### config.mk
export PLATFORM = sky130hd
export DESIGN_NAME = uart_rx_core
export DESIGN_NICKNAME = d
export VERILOG_FILES = /design/src/rtl/uart_rx_core_pkg.sv /design/src/rtl/uart_rx_core_baud_tick.sv /design/src/rtl/uart_rx_core.sv
export SDC_FILE = /design/constraint.sdc
export NUM_CORES = 1
export LEC_CHECK = 0
export CORE_ASPECT_RATIO = 1.5
export CORE_MARGIN = 2
export CORE_UTILIZATION = 35
export CTS_CLUSTER_DIAMETER = 50
export CTS_CLUSTER_SIZE = 10
export DETAILED_ROUTE_END_ITERATION = 8
export SLEW_MARGIN = 20
export SYNTH_ARGS = -nofsm -noshare
export SYNTH_HDL_FRONTEND = slang
export SYNTH_SLANG_ARGS = --single-unit
### constraint.sdc
create_clock -name clk -period 2.1 [get_ports clk]
set_input_delay 0.42 -clock clk [delete_from_list [all_inputs] [get_ports clk]]
set_output_delay 0.42 -clock clk [all_outputs]
set_load 0.03 [all_outputs]
### src/rtl/uart_rx_core_pkg.sv
// Shared UART definitions: receiver state encoding, oversampling constants,
// and the baud divisor formula (also used by the transmitter).
package uart_rx_core_pkg;

    localparam int unsigned UART_OVERSAMPLE = 16;
    localparam int unsigned UART_MID_SAMPLE = 8;

    typedef enum logic [2:0] {
        ST_WAIT_HIGH = 3'd0,
        ST_IDLE      = 3'd1,
        ST_START     = 3'd2,
        ST_DATA      = 3'd3,
        ST_STOP      = 3'd4
    } rx_state_t;

    // Truncating divide, never below 1 so the tick generator always advances.
    function automatic int unsigned uart_divisor(input int unsigned clk_freq,
                                                 input int unsigned baud_rate);
        int unsigned d;
        d = clk_freq / (UART_OVERSAMPLE * baud_rate);
        return (d < 1) ? 1 : d;
    endfunction

    function automatic logic maj3(input logic a, input logic b, input logic c);
        return (a & b) | (a & c) | (b & c);
    endfunction

endpackage

### src/rtl/uart_rx_core_baud_tick.sv
// Oversampling tick generator: down-counter that fires one cycle every
// `divisor` clocks; `restart` reloads it so the next tick is a full period away.
module uart_rx_core_baud_tick #(
    parameter int unsigned divisor = 1
) (
    input  logic clk,
    input  logic rst,
    input  logic restart,
    output logic tick
);

    localparam int unsigned CNT_W  = (divisor > 1) ? $clog2(divisor) : 1;
    localparam logic [CNT_W-1:0] RELOAD = CNT_W'(divisor - 1);

    logic [CNT_W-1:0] cnt;

    always_ff @(posedge clk or posedge rst) begin
        if (rst) begin
            cnt <= RELOAD;
        end else if (restart || (cnt == '0)) begin
            cnt <= RELOAD;
        end else begin
            cnt <= cnt - 1'b1;
        end
    end

    assign tick = (cnt == '0) && !restart;

endmodule

### src/rtl/uart_rx_core.sv
// 8N1 UART receiver with 16x oversampling, 3-sample majority vote per bit,
// and a held-until-acknowledged output byte with framing/overrun flags.
//
// state      | meaning
// WAIT_HIGH  | after reset or break: wait for the line to read 1 on a tick
// IDLE       | line idle, waiting for a falling edge
// START      | validating start bit at mid-bit, glitches return to IDLE
// DATA       | shifting in 8 data bits LSB first
// STOP       | sampling stop bit; 0 means framing error / break
module uart_rx_core
    import uart_rx_core_pkg::*;
#(
    parameter int unsigned clk_freq       = 100000000,
    parameter int unsigned uart_baud_rate = 115200
) (
    input  logic       clk,
    input  logic       rst,
    input  logic       uart_rxd,
    input  logic       rx_ack,
    output logic [7:0] rx_data,
    output logic       rx_avail,
    output logic       rx_error,
    output logic       rx_overrun,
    output logic       rx_busy
);

    localparam int unsigned DIVISOR = uart_divisor(clk_freq, uart_baud_rate);

    // Tick counter value v corresponds to tick number v+1 within a bit, so the
    // votes land on ticks 7, 8, 9 and the stop sample on tick 8.
    localparam logic [3:0] VOTE_A      = 4'(UART_MID_SAMPLE - 2);
    localparam logic [3:0] VOTE_B      = 4'(UART_MID_SAMPLE - 1);
    localparam logic [3:0] VOTE_C      = 4'(UART_MID_SAMPLE);
    localparam logic [3:0] STOP_SAMPLE = 4'(UART_MID_SAMPLE - 1);

    logic       rxd_meta;
    logic       rxd_sync;
    rx_state_t  state;
    logic [3:0] tcnt;
    logic [2:0] bit_idx;
    logic [7:0] shreg;
    logic       s0;
    logic       s1;
    logic       stop_bit;
    logic       done;
    logic       tick;
    logic       restart;
    logic       vote;

    always_ff @(posedge clk or posedge rst) begin
        if (rst) begin
            rxd_meta <= 1'b1;
            rxd_sync <= 1'b1;
        end else begin
            rxd_meta <= uart_rxd;
            rxd_sync <= rxd_meta;
        end
    end

    assign restart = (state == ST_IDLE) && !rxd_sync;
    assign vote    = maj3(s0, s1, rxd_sync);

    uart_rx_core_baud_tick #(
        .divisor(DIVISOR)
    ) u_baud_tick (
        .clk    (clk),
        .rst    (rst),
        .restart(restart),
        .tick   (tick)
    );

    always_ff @(posedge clk or posedge rst) begin
        if (rst) begin
            state    <= ST_WAIT_HIGH;
            tcnt     <= '0;
            bit_idx  <= '0;
            shreg    <= '0;
            s0       <= 1'b1;
            s1       <= 1'b1;
            stop_bit <= 1'b1;
            done     <= 1'b0;
            rx_busy  <= 1'b0;
        end else begin
            done <= 1'b0;
            case (state)
                ST_WAIT_HIGH: begin
                    if (tick && rxd_sync) state <= ST_IDLE;
                end
                ST_IDLE: begin
                    if (!rxd_sync) begin
                        state   <= ST_START;
                        tcnt    <= '0;
                        rx_busy <= 1'b1;
                    end
                end
                ST_START, ST_DATA: begin
                    if (tick) begin
                        // Free-running 4-bit count keeps later votes centred on each bit.
                        tcnt <= tcnt + 4'd1;
                        if (tcnt == VOTE_A) s0 <= rxd_sync;
                        if (tcnt == VOTE_B) s1 <= rxd_sync;
                        if (tcnt == VOTE_C) begin
                            if (state == ST_START) begin
                                if (vote) begin
                                    state   <= ST_IDLE;
                                    rx_busy <= 1'b0;
                                end else begin
                                    state   <= ST_DATA;
                                    bit_idx <= '0;
                                end
                            end else begin
                                shreg   <= {vote, shreg[7:1]};
                                bit_idx <= bit_idx + 3'd1;
                                if (bit_idx == 3'd7) state <= ST_STOP;
                            end
                        end
                    end
                end
                ST_STOP: begin
                    if (tick) begin
                        tcnt <= tcnt + 4'd1;
                        if (tcnt == STOP_SAMPLE) begin
                            stop_bit <= rxd_sync;
                            done     <= 1'b1;
                            rx_busy  <= 1'b0;
                            state    <= rxd_sync ? ST_IDLE : ST_WAIT_HIGH;
                        end
                    end
                end
                default: begin
                    state   <= ST_WAIT_HIGH;
                    rx_busy <= 1'b0;
                end
            endcase
        end
    end

    // A completing byte takes priority over a same-cycle acknowledge.
    always_ff @(posedge clk or posedge rst) begin
        if (rst) begin
            rx_data    <= '0;
            rx_avail   <= 1'b0;
            rx_error   <= 1'b0;
            rx_overrun <= 1'b0;
        end else if (done) begin
            rx_data  <= shreg;
            rx_avail <= 1'b1;
            rx_error <= !stop_bit;
            if (rx_avail && !rx_ack) begin
                rx_overrun <= 1'b1;
            end else if (rx_avail && rx_ack) begin
                rx_overrun <= 1'b0;
            end
        end else if (rx_ack && rx_avail) begin
            rx_avail   <= 1'b0;
            rx_error   <= 1'b0;
            rx_overrun <= 1'b0;
        end
    end

endmodule

Word level (Yosys, flattened, before mapping)
Index checks and enable logic that the tools add are counted.
{"block": "classes", "bitwise": 7, "reduce_logical": 24, "mux": 34, "addsub": 3, "n_eq_ne": 19}
{"cell": "3-bit two-way mux", "n": 10}
{"cell": "2-bit inequality test (second input constant)", "n": 9}
{"cell": "1-bit two-way mux", "n": 17}
{"cell": "3-bit case mux with 4 select lines", "n": 1}
{"cell": "3-bit AND reduction", "n": 4}
{"cell": "4-bit by 3-bit equality test with 1-bit output (second input constant)", "n": 2}
{"cell": "4-bit two-way mux", "n": 2}
{"cell": "4-bit case mux with 2 select lines", "n": 1}
{"cell": "4-bit AND reduction", "n": 2}
{"cell": "8-bit AND reduction", "n": 1}
{"cell": "7-bit AND reduction", "n": 1}
{"cell": "3-bit by 2-bit equality test with 1-bit output (second input constant)", "n": 2}
{"cell": "3-bit equality test (second input constant)", "n": 2}
{"cell": "6-bit logical NOT", "n": 1}
{"cell": "6-bit two-way mux", "n": 1}
{"cell": "6-bit by 1-bit subtractor with 6-bit output (second input constant)", "n": 1}
{"cell": "1-bit logical AND", "n": 5}
{"cell": "4-bit by 1-bit adder with 4-bit output (second input constant)", "n": 1}
{"cell": "4-bit equality test (second input constant)", "n": 1}
{"cell": "1-bit logical NOT", "n": 4}
{"cell": "1-bit case mux with 4 select lines", "n": 1}
{"cell": "2-bit nonzero test", "n": 2}
{"cell": "3-bit by 1-bit adder with 3-bit output (second input constant)", "n": 1}
{"cell": "1-bit bitwise AND", "n": 3}
{"cell": "10 further kinds", "n": 12}
{"block": "totals", "word_cells": 103, "regBits": 42, "output_inout_bits": 12, "input_bits": 4}

Logic depth before layout (Yosys ltp)
{"block": "depth", "ltp_word": 8, "mapped_depth": 6, "ltp_nobuf": 6}

Modules after synthesis
Synthesis repeated with hierarchy kept, for this count alone.
{"block": "hier_totals", "cells_unflattened": 159, "hier_area_um2": 1990.7}
{"module": "uart_rx_core", "area_each_um2": 1657.8, "instances": 1, "cells_each": 128}
{"module": "uart_rx_core_baud_tick", "area_each_um2": 332.8, "instances": 1, "cells_each": 31}

Worst setup path after synthesis
OpenSTA, ideal clock, no wires.
{"block": "synth_timing", "path_type": "reg-to-reg", "startpoint": "reg u_baud_tick.cnt[1]", "endpoint": "reg shreg[0]", "arrival_time_ps": 1685, "path_buffers": 0, "slack_ps": 290, "path_stages_with_launch": 7, "t_required_ps": 1975, "setup_ps": 125, "period_less_slack_ps": 1810, "path_cell_list": "dfrtp_1 inv_1 ha_1 nor2b_1 nand2_2 nor3_4 mux2_2"}
{"block": "synth_between", "elab_chain_cells": 3}
{"item": "start, declared", "line_no": "uart_rx_core_baud_tick.sv:15", "source": "logic [CNT_W-1:0] cnt;"}
{"item": "start signal, assigned", "line_no": "uart_rx_core_baud_tick.sv:23", "source": "cnt <= cnt - 1'b1;"}
{"item": "6-bit logical NOT", "line_no": "uart_rx_core_baud_tick.sv:27", "source": "assign tick = (cnt == '0) && !restart;"}
{"item": "1-bit logical AND", "line_no": "uart_rx_core_baud_tick.sv:27"}
{"item": "4-bit AND reduction (no source line)"}
{"item": "end signal, assigned", "line_no": "uart_rx_core.sv:112", "source": "shreg <= {vote, shreg[7:1]};"}
{"item": "end, declared", "line_no": "uart_rx_core.sv:41", "source": "logic [7:0] shreg;"}
Every way passes these cells.
A chain may end at the register's enable or synchronous reset.

Worst setup path after layout
{"block": "layout_timing", "startpoint": "reg u_baud_tick.cnt[1]", "endpoint": "reg bit_idx[1]"}
{"block": "layout_between", "elab_chain_cells": 3}
{"item": "6-bit logical NOT", "line_no": "uart_rx_core_baud_tick.sv:27"}
{"item": "1-bit logical AND", "line_no": "uart_rx_core_baud_tick.sv:27"}
{"item": "4-bit AND reduction (no source line)"}
{"item": "end signal, assigned", "line_no": "uart_rx_core.sv:113", "source": "bit_idx <= bit_idx + 3'd1;"}
{"item": "end, declared", "line_no": "uart_rx_core.sv:40", "source": "logic [2:0] bit_idx;"}
Every way passes these cells.

==> impl_metrics.env <==
export IMPL_endpoint="bit_idx[1]$_DFFE_PP0P_"
export IMPL_max_clock_path_buffers=2
export IMPL_area_delta_synth_final_pct=17.9
export IMPL_grt_start_max_net_pins=43
export IMPL_critPathLaunch="u_baud_tick.cnt[1]$_DFF_PP0_"
export IMPL_ctsRootBufferMaster="clkbuf_8"
export IMPL_routed_wire_length_per_instance_um=13.5
export IMPL_grt_pass1_wl_mm=6.31
export IMPL_cts_hold_buffers_added=0
export IMPL_postSynthNetCount=173
export IMPL_final_hold_viol_count=0
export IMPL_rr_endpoint="bit_idx[1]$_DFFE_PP0P_"
export IMPL_gr_util_all_layers_pct=13.1
export IMPL_dieWidth_um=65.6
export IMPL_yosys_warnings=0
export IMPL_clock_sinks=42
export IMPL_portBuffers=15
export IMPL_finalSetupViolations=0
export IMPL_timing_clock_skew_ps=4.12
export IMPL_switching_share_pct=20.6
export IMPL_hold_path_class="register to register"
export IMPL_clkLatencyLatePin_ps=290
export IMPL_r2r_slack_ps=150
export IMPL_clock_fmax_ghz=0.513
export IMPL_top_flip_flop_cell_by_instance_count_after_synthesis="dfrtp_1"
export IMPL_clock_tree_htree_level_count=2
export IMPL_netlist_instances=162
export IMPL_ant_nets=0
export IMPL_netlist_area_um2=1990
export IMPL_critPathMaxFanout=4
export IMPL_cts_reportedPaths_clkPinSlew_ps=80
export IMPL_synth_cell_type_count=45
export IMPL_critical_path_class="register to register"
export IMPL_pwr_share_seq_pct=59.7
export IMPL_die_height_um=96.5
export IMPL_cp_arrival_ps=2130
export IMPL_io_pins=16
export IMPL_place_congestion=0.798
export IMPL_tritoncts="yes"
export IMPL_floorplan_rows=33
export IMPL_ir_worst_vdd_mv=0.216
export IMPL_drt_wl_total_mm=3.48
export IMPL_net_switching_power_of_the_design_mw=0.281
export IMPL_critical_path_reg2reg_startpoint="u_baud_tick.cnt[1]$_DFF_PP0_"
export IMPL_required_ps=2280
export IMPL_routed_via_count=1271
export IMPL_edff_count_synth=0
export IMPL_final_worst_path_period_need_ps=1950
export IMPL_pwr_share_clk_pct=38.6
export IMPL_intPower_mw=1.08
export IMPL_worstRegToRegCells=6
export IMPL_design_final_nets=197
export IMPL_fin_crit_sh_pct=92.9
export IMPL_fp_dieArea_um2=6330
export IMPL_avgViaCountPerCell=4.95
export IMPL_cts_buffers_inserted=5
export IMPL_floorplan_initialDensity_pct=36.3
export IMPL_core_region_area_um2=5490
export IMPL_drt_iter0_drc=97
export IMPL_critical_path_startpoint_type="register"
export IMPL_drive_gt1_share_pct=29.9
export IMPL_outcome="finished clean"
export IMPL_worst_setup_path_end_kind="register"
export IMPL_antenna_found_initial=0
export IMPL_ctsResizeCount=0
export IMPL_timing_hold_worst_path_depth=0
export IMPL_sequential_element_share_of_the_synthesized_area_pct=53.3
export IMPL_drcViolationCount=0
export IMPL_firstDrtPassIters=4
export IMPL_unrepaired_setup_endpoints_after_global_routing="no"
export IMPL_detailed_place_hpwl_mm=2.60
export IMPL_vias_in_the_first_global_route=1368
export IMPL_synth_ff_latch_count=42
export IMPL_antennaDiodeCount=0
export IMPL_synth_area_per_cell_um2=12.3
export IMPL_drv_slew=0
export IMPL_worst_slew_pin_slew_ps=518
export IMPL_asyncSetResetFlopFracSynth_pct=100
export IMPL_tns_ps=0
export IMPL_max_slew_margin_pct=65.5
export IMPL_cap_viol_max_count=0
export IMPL_placement_cell_area_um2=2240
export IMPL_report_power_total_mw=1.37
export IMPL_leakage_nw=1.08
export IMPL_p_comb_share_pct=1.8
export IMPL_fin_area_um2=2350
export IMPL_overflow=0
export IMPL_power_density_relative_to_cell_area_nw_per_um2=581
cell usage in the layout, fill, tap and decap left out, drive strengths merged, types with 3 or more instances in the layout:
master,n
nor2b,3
buf,5
nand2,14
nor3,6
mux2,22
nand3b,4
nor2,8
clkdlybuf4s50,15
a21oi,6
clkbuf,7
nor3b,3
dfstp,9
o21ai,5
inv,8
xnor2,3
dfrtp,33
ha,7
nand3,4
flip-flops by register name (all words and copies together), names as in the netlist, 3 cells and up, named ones only:
| signal | flops |
|---|---|
| bit_idx | 3 |
| rx_data | 8 |
| shreg | 8 |
| state | 3 |
| tcnt | 4 |
| u_baud_tick.cnt | 6 |
timing repair:
action | in CTS | in global routing
endpoints found under the hold margin | 0 | 0
setup endpoints to repair | 0 | 9
setup buffers | 0 | 1
layer usage:
| metal | track usage, % | routed length [um] | share of wire, % |
|---|---|---|---|
| met1 | 14.0 | 1340 | 38 |
| met2 | 24.2 | 1980 | 57 |
| met3 | 2.78 | 90 | 2.6 |
| met4 | 6.25 | 77 | 2.2 |
| met5 | 0 | 0 | 0 |
cells in the mapped netlist (all sizes together) (4+ instances only):
cell     n  share of area (%)
ha       7                4.4
nand3b   4                1.5
nand2   14                2.8
dfrtp   33                 41
nor2     8                1.5
dfstp    9                 12
a21oi    6                1.5
inv      8                1.5
nor3     6                2.9
o21ai    5                1.4
nand3    4                1.0
mux2    22                 13
critical path, stage by stage, from the launching register on:
cell and delay, ps:
dfrtp_1 400, inv_1 80, ha_1 150, nor2b_1 270
nand3_1 210, or3_4 430, mux2_4 300
stage by stage:
step	utilization, %	cells	worst slack (ps)	hold WS [ps]
2_1_floorplan	-	162	290	345
4_1_cts	42.4	256	112	365
3_3_place_gp	40.8	248	184	347
3_5_place_dp	40.8	248	125	353
6_report	42.8	257	149	361
5_1_grt	42.8	257	11.6	368
worst min-delay path by stage:
stage,from,end
finish,rxd_meta$_DFF_PP1_,rxd_sync$_DFF_PP1_
detailed placement,rxd_meta$_DFF_PP1_,rxd_sync$_DFF_PP1_
global placement,rxd_meta$_DFF_PP1_,rxd_sync$_DFF_PP1_
CTS,rxd_meta$_DFF_PP1_,rxd_sync$_DFF_PP1_
floorplan,rxd_meta$_DFF_PP1_,rxd_sync$_DFF_PP1_
global route,rxd_meta$_DFF_PP1_,rxd_sync$_DFF_PP1_
kinds of logic after synthesis:
| family | after synthesis | synth area share, % |
|---|---|---|
| xor gates and xnor gates | 4 | 1.76 |
| and+or+nand+nor | 48 | 14.6 |
| adders and majority gates | 8 | 4.96 |
| buffers and inverters | 11 | 2.63 |
| DFF | 42 | 53.3 |
| AOI/OAI and AO/OA | 25 | 9.16 |
| muxes | 24 | 13.6 |
area by class of cell:
| type | instances | area, um2 |
|---|---|---|
| repair buffers | 20 | 200 |
| multi-input cells | 109 | 880 |
| well taps | 70 | 87.6 |
| clock inverters | 1 | 5.00 |
| flip-flops and latches | 42 | 1060 |
| clock buffers | 7 | 86.3 |
| fillers | 496 | 3140 |
| inverters | 8 | 30.0 |
power groups by stage:
stage                     Combinational (mW)  Clock (mW)  Sequential [mW]
after floorplan                       0.0132           0            0.829
after global placement                0.0247           0            0.830
after detailed placement              0.0252           0            0.830
after CTS                             0.0252       0.554            0.815
after global routing                  0.0284       0.587            0.815
final                                 0.0240       0.527            0.815
(Power assumes the default switching activity.)
==> patch 1 (config.mk and constraints unchanged) <==
Change the parameter `uart_baud_rate` from 115200 to 57600.
--- a/src/rtl/uart_rx_core.sv
+++ b/src/rtl/uart_rx_core.sv
@@ -12,5 +12,5 @@
 #(
     parameter int unsigned clk_freq       = 100000000,
-    parameter int unsigned uart_baud_rate = 115200
+    parameter int unsigned uart_baud_rate = 57600
 ) (
     input  logic       clk,
Check against the original RTL: no difference found for any inputs over 10 cycles, from zero or initial values and one cycle with rst high; that may be too few to reach the edited logic, so the function may still have changed.
==> patch 1 against the original RTL <==
Synthesized area is 0.69% higher. Power is 18% higher. Routed wire length is 3.5% higher. Maximum frequency is 4.2% higher. Synthesized cell count is 1.2% higher. Final cell count is 0.78% lower. Final area is 0.96% higher. Sequential cell count is 1 higher. Clock power is 42% higher. Worst setup slack better by 0.079 ns. Highest routed layer unchanged.
==> patch 1: results (changes against the original RTL) <==
| Metric | Value |
|---|---|
| Nets | 194 (-1.5%) |
| Worst setup path startpoint | u_baud_tick.cnt[0]$_DFF_PP1_ |
| DRC | 0 (unchanged) |
| Via density | 5.08 (+2.8%) |
| Regs by FF count | rx_data: 8 flops, shreg: 8 flops, u_baud_tick.cnt: 7 flops |
| Post-synth top cells | dfrtp_1 (33), nand2_1 (15), mux2_2 (11) |
| CP max FO | 11 (+7) |
| Net Switching | 0.295 mW (+5.1%) |
| Pin count of the biggest net entering global routing | 44 (+2.3%) |
| Layout cell share with drive strength beyond 1 | 23.8% (-6.2 points) |
| Number of gates resized after cts | 0 (unchanged) |
| PortBufs | 15 (unchanged) |
| Worst Tran Pin Value | 0.529 ns (+0.0117 ns) |
| Num CTS Buffers | 5 (unchanged) |
| Top cells by area, synth | dfrtp_1 (41%), dfstp_2 (13%), mux2_2 (6.2%) |
| Max IR drop VDD | 0.276 mV (+28%) |
| Routed len/inst | 14.1 um (+4.3%) |
| CP arrival | 2.06 ns (-0.07 ns) |
| CP max-delay cell | dfstp_2 |
| Leakage | 1.09 nW (+0.91%) |
| Seq/Total Area, Yosys | 54.2% (+0.94 points) |
| Iter 0 DRT Violations | 59 (-39%) |
| Hold path startpoint | rxd_meta$_DFF_PP1_ |
| Grt ovf | 0 (unchanged) |
| GPL Wtd Cong | 0.814 (+2.0%) |
| Worst skew pair latency | 0.30 ns |
| Worst clock skew | 0.00857 ns (+0.00445 ns) |
| HP Class | reg2reg |
| First-pass GRT wire length | 6350 um (+0.67%) |
| Part of the power in registers | 51.9% (-7.8 points) |
| Initial antenna violation count | 0 (unchanged) |
| Post-DP Area | 2240 sq um (about the same) |
| Status | finished clean |
| Syn_nets | 174 (+0.58%) |
| Total Routing Usage GR | 12.9% (-0.17 points) |
| Vias in the first global route | 1295 (-5.3%) |
| Hpwl dp | 2650 um (+1.8%) |
| CP peak stage delay | 0.38 ns (-0.05 ns) |
| Fill cell count | 516 (+4.0%) |
| Clock power share | 46.6% (+8.0 points) |
| N_diodes | 0 (unchanged) |
-- patch 1: cell families after synthesis --
kind of cell             count (synthesis)  share of synthesized area, %
AO/OA/AOI/OAI                           23                          7.91
adder cells (fa/ha/maj)                  7                          4.24
buffers and inverters                   15                          3.80
XOR/XNOR                                 4                          1.74
multiplexers                            23                          14.0
AND/OR/NAND/NOR                         49                          14.1
flip-flops                              43                          54.2
-- patch 1: final cells by class --
cell class | instances | area, sq um | area share (%)
repair buffers | 21 | 195 | 8.22
flip-flops and latches | 43 | 1090 | 45.9
multi-input cells | 106 | 843 | 35.5
well taps | 70 | 87.6 | 3.69
inverters | 7 | 26.3 | 1.11
clock buffers | 6 | 72.6 | 3.06
clock inverters | 2 | 60.1 | 2.53
-- patch 1: path summary, 6_finish.rpt --
path,end,slack [ns],depth (start not counted)
worst max-delay path,shreg[6]$_DFFE_PP0P_,0.23,6
worst min-delay path,rxd_sync$_DFF_PP1_,0.36,0
worst max register to register,shreg[6]$_DFFE_PP0P_,0.23,6
worst min register to register,rxd_sync$_DFF_PP1_,0.36,0
max in group asynchronous,u_baud_tick.cnt[1]$_DFF_PP1_,1.17,3
min in group asynchronous,shreg[4]$_DFFE_PP0P_,0.56,3
-- patch 1: per-layer routing --
metal,GRT usage [%],vias to the layer above,share of wire (%)
li1,-,610,-
met1,14.8,660,39
met2,22.4,20,56
met3,3.14,6,2.7
met4,5.29,0,1.9
met5,0,-,0
-- patch 1: metrics by stage --
| stage | power [mW] | setup slack [ns] | cells |
|---|---|---|---|
| after floorplan | 0.864 | 0.168 | 164 |
| after global placement | 0.876 | 0.275 | 247 |
| after detailed placement | 0.877 | 0.218 | 247 |
| after CTS | 1.63 | 0.217 | 255 |
| after global routing | 1.67 | 0.131 | 255 |
| final | 1.61 | 0.228 | 255 |
==> patch 2 (same settings) <==
Without the edit above. Compare `tcnt` against `STOP_SAMPLE` with >= in place of ==.
--- a/src/rtl/uart_rx_core.sv
+++ b/src/rtl/uart_rx_core.sv
@@ -120,5 +120,5 @@
                     if (tick) begin
                         tcnt <= tcnt + 4'd1;
-                        if (tcnt == STOP_SAMPLE) begin
+                        if (tcnt >= STOP_SAMPLE) begin
                             stop_bit <= rxd_sync;
                             done     <= 1'b1;
Behaviour: same outputs for any inputs over 10 cycles, from zero or initial values and one cycle with rst high; that may be too few to reach the edited logic, so the function may still have changed.
==> patch 2 against the original RTL <==
Sequential cell count unchanged. Worst setup slack better by 0.017 ns. Final area fell by 1.9%. Clock skew is 0.00075 ns higher. Routed wire length shrank 2.8%. Largest power group unchanged. Combinational power up 2%. Synthesized area decreased by 0.31%. Power increased by 7.4%. Critical endpoint is now shreg[6]$_DFFE_PP0P_. Critical path depth stayed put. Synthesized cell count fell by 1.9%. Die area decreased by 0.30%. Hold slack lost 0.0068 ns.
==> patch 2: results (changes against the original RTL) <==
| Metric | Value |
|---|---|
| WHS | 0.355 ns (-0.00683 ns) |
| Post-synth top cells | dfrtp_1 (33), mux2_2 (14), nand2_1 (11) |
| CP arrival | 2.11 ns (-0.02 ns) |
| Max IR drop VDD | 0.390 mV (+80%) |
| Routed len/inst | 13.6 um (+0.74%) |
| Total Routing Usage GR | 12.9% (-0.25 points) |
| Met2 Wirelength | 1810 um (-8.6%) |
| Clock group total power | 0.627 mW (+19%) |
| Yosys warns | 0 (unchanged) |
| Syn_nets | 170 (-1.7%) |
| N_diodes | 0 (unchanged) |
| Clock transition at path regs | 0.08 ns (about the same) |
| Detailed Routing Iterations Pass 1 | 4 (unchanged) |
| Internal Power | 1.18 mW (+8.4%) |
| Post-CTS Setup Inserts | 0 (unchanged) |
| Mux share of post-synthesis cell area | 14.2% (+0.61 points) |
| Post-synthesis cell type count | 42 (-6.7%) |
| Fin cells | 248 (-3.5%) |
| Inst Count DP | 240 (-3.2%) |
| Syn_area_per_cell | 12.5 sq um (+1.6%) |
| Leakage | 1.06 nW (-2.0%) |
| Nets | 188 (-4.6%) |
| First-pass GRT wire length | 6150 um (-2.5%) |
| Fill cell count | 511 (+3.0%) |
| Met3 Use GR | 3.63% (+0.84 points) |
| CP peak stage delay | 0.40 ns (-0.03 ns) |
| Hpwl dp | 2520 um (-3.3%) |
| Vias in the first global route | 1307 (-4.5%) |
| Via density | 4.98 (+0.61%) |
| Setup WS pre-CTS | 0.172 ns (+0.0469 ns) |
| Reg2Reg Capture Point | shreg[6]$_DFFE_PP0P_ |
| Iter 0 DRT Violations | 83 (-14%) |
| Synth Area in XOR/XNOR | 2.64% (+0.89 points) |
| DR top layer | met4 |
| CP max FO | 11 (+7) |
| Crit path kind | reg2reg |
| CP max-delay cell | dfrtp_1 |
| GR Util met1 | 14.3% (+0.32 points) |
| Post-DP Area | 2190 sq um (-2.0%) |
| Initial antenna violation count | 0 (unchanged) |
| Fmax | 0.517 GHz (+0.86%) |
| Adder-Cell Fraction of Synth Area | 4.91% (-0.047 points) |
| GPL Wtd Cong | 0.816 (+2.2%) |
| Hold Crit Depth | 0 (unchanged) |
| Post-route met1 wirelength | 1380 um (+3.4%) |
| Worst clock skew | 0.00487 ns (+0.000751 ns) |
| Post-synthesis compound-gate area fraction | 7.61% (-1.5 points) |
| Layout cell share with drive strength beyond 1 | 25.8% (-4.1 points) |
| GR Layer Usage met2 | 22.5% (-1.6 points) |
| Seq/Total Area, Yosys | 53.4% (+0.17 points) |
| Status | finished clean |
| Worst Tran Pin Value | 0.509 ns (-0.00875 ns) |
| Top cells by area, synth | dfrtp_1 (42%), dfstp_2 (12%), mux2_2 (7.9%) |
| PortBufs | 15 (unchanged) |
| Met3 WL | 99 um (+10%) |
| Logic power comb | 0.0245 mW (+2%) |
patch 2: cell types whose count changed in the layout (fill, tap and decap cells not counted), sizes merged, moves of 3 or more:
cell and change:
nand2 -3, nand3b -4, nand4 +3, buf -3, nand2b +3
patch 2: logic make-up after synthesis:
logic type / after synthesis
AND/OR/NAND/NOR: 48
flip-flops: 42
multiplexers: 23
AO/OA/AOI/OAI: 20
buffers and inverters: 12
adder cells (fa/ha/maj): 8
XOR/XNOR: 6
patch 2: area by class of cell:
class / instances / area (sq um) / area share (%)
Sequential cell: 42 / 1060 / 46.0
Multi-Input combinational cell: 105 / 857 / 37.1
Timing Repair Buffer: 17 / 165 / 7.16
Tap cell: 70 / 87.6 / 3.80
Clock buffer: 5 / 68.8 / 2.98
Clock inverter: 3 / 43.8 / 1.90
Inverter: 6 / 22.5 / 0.976
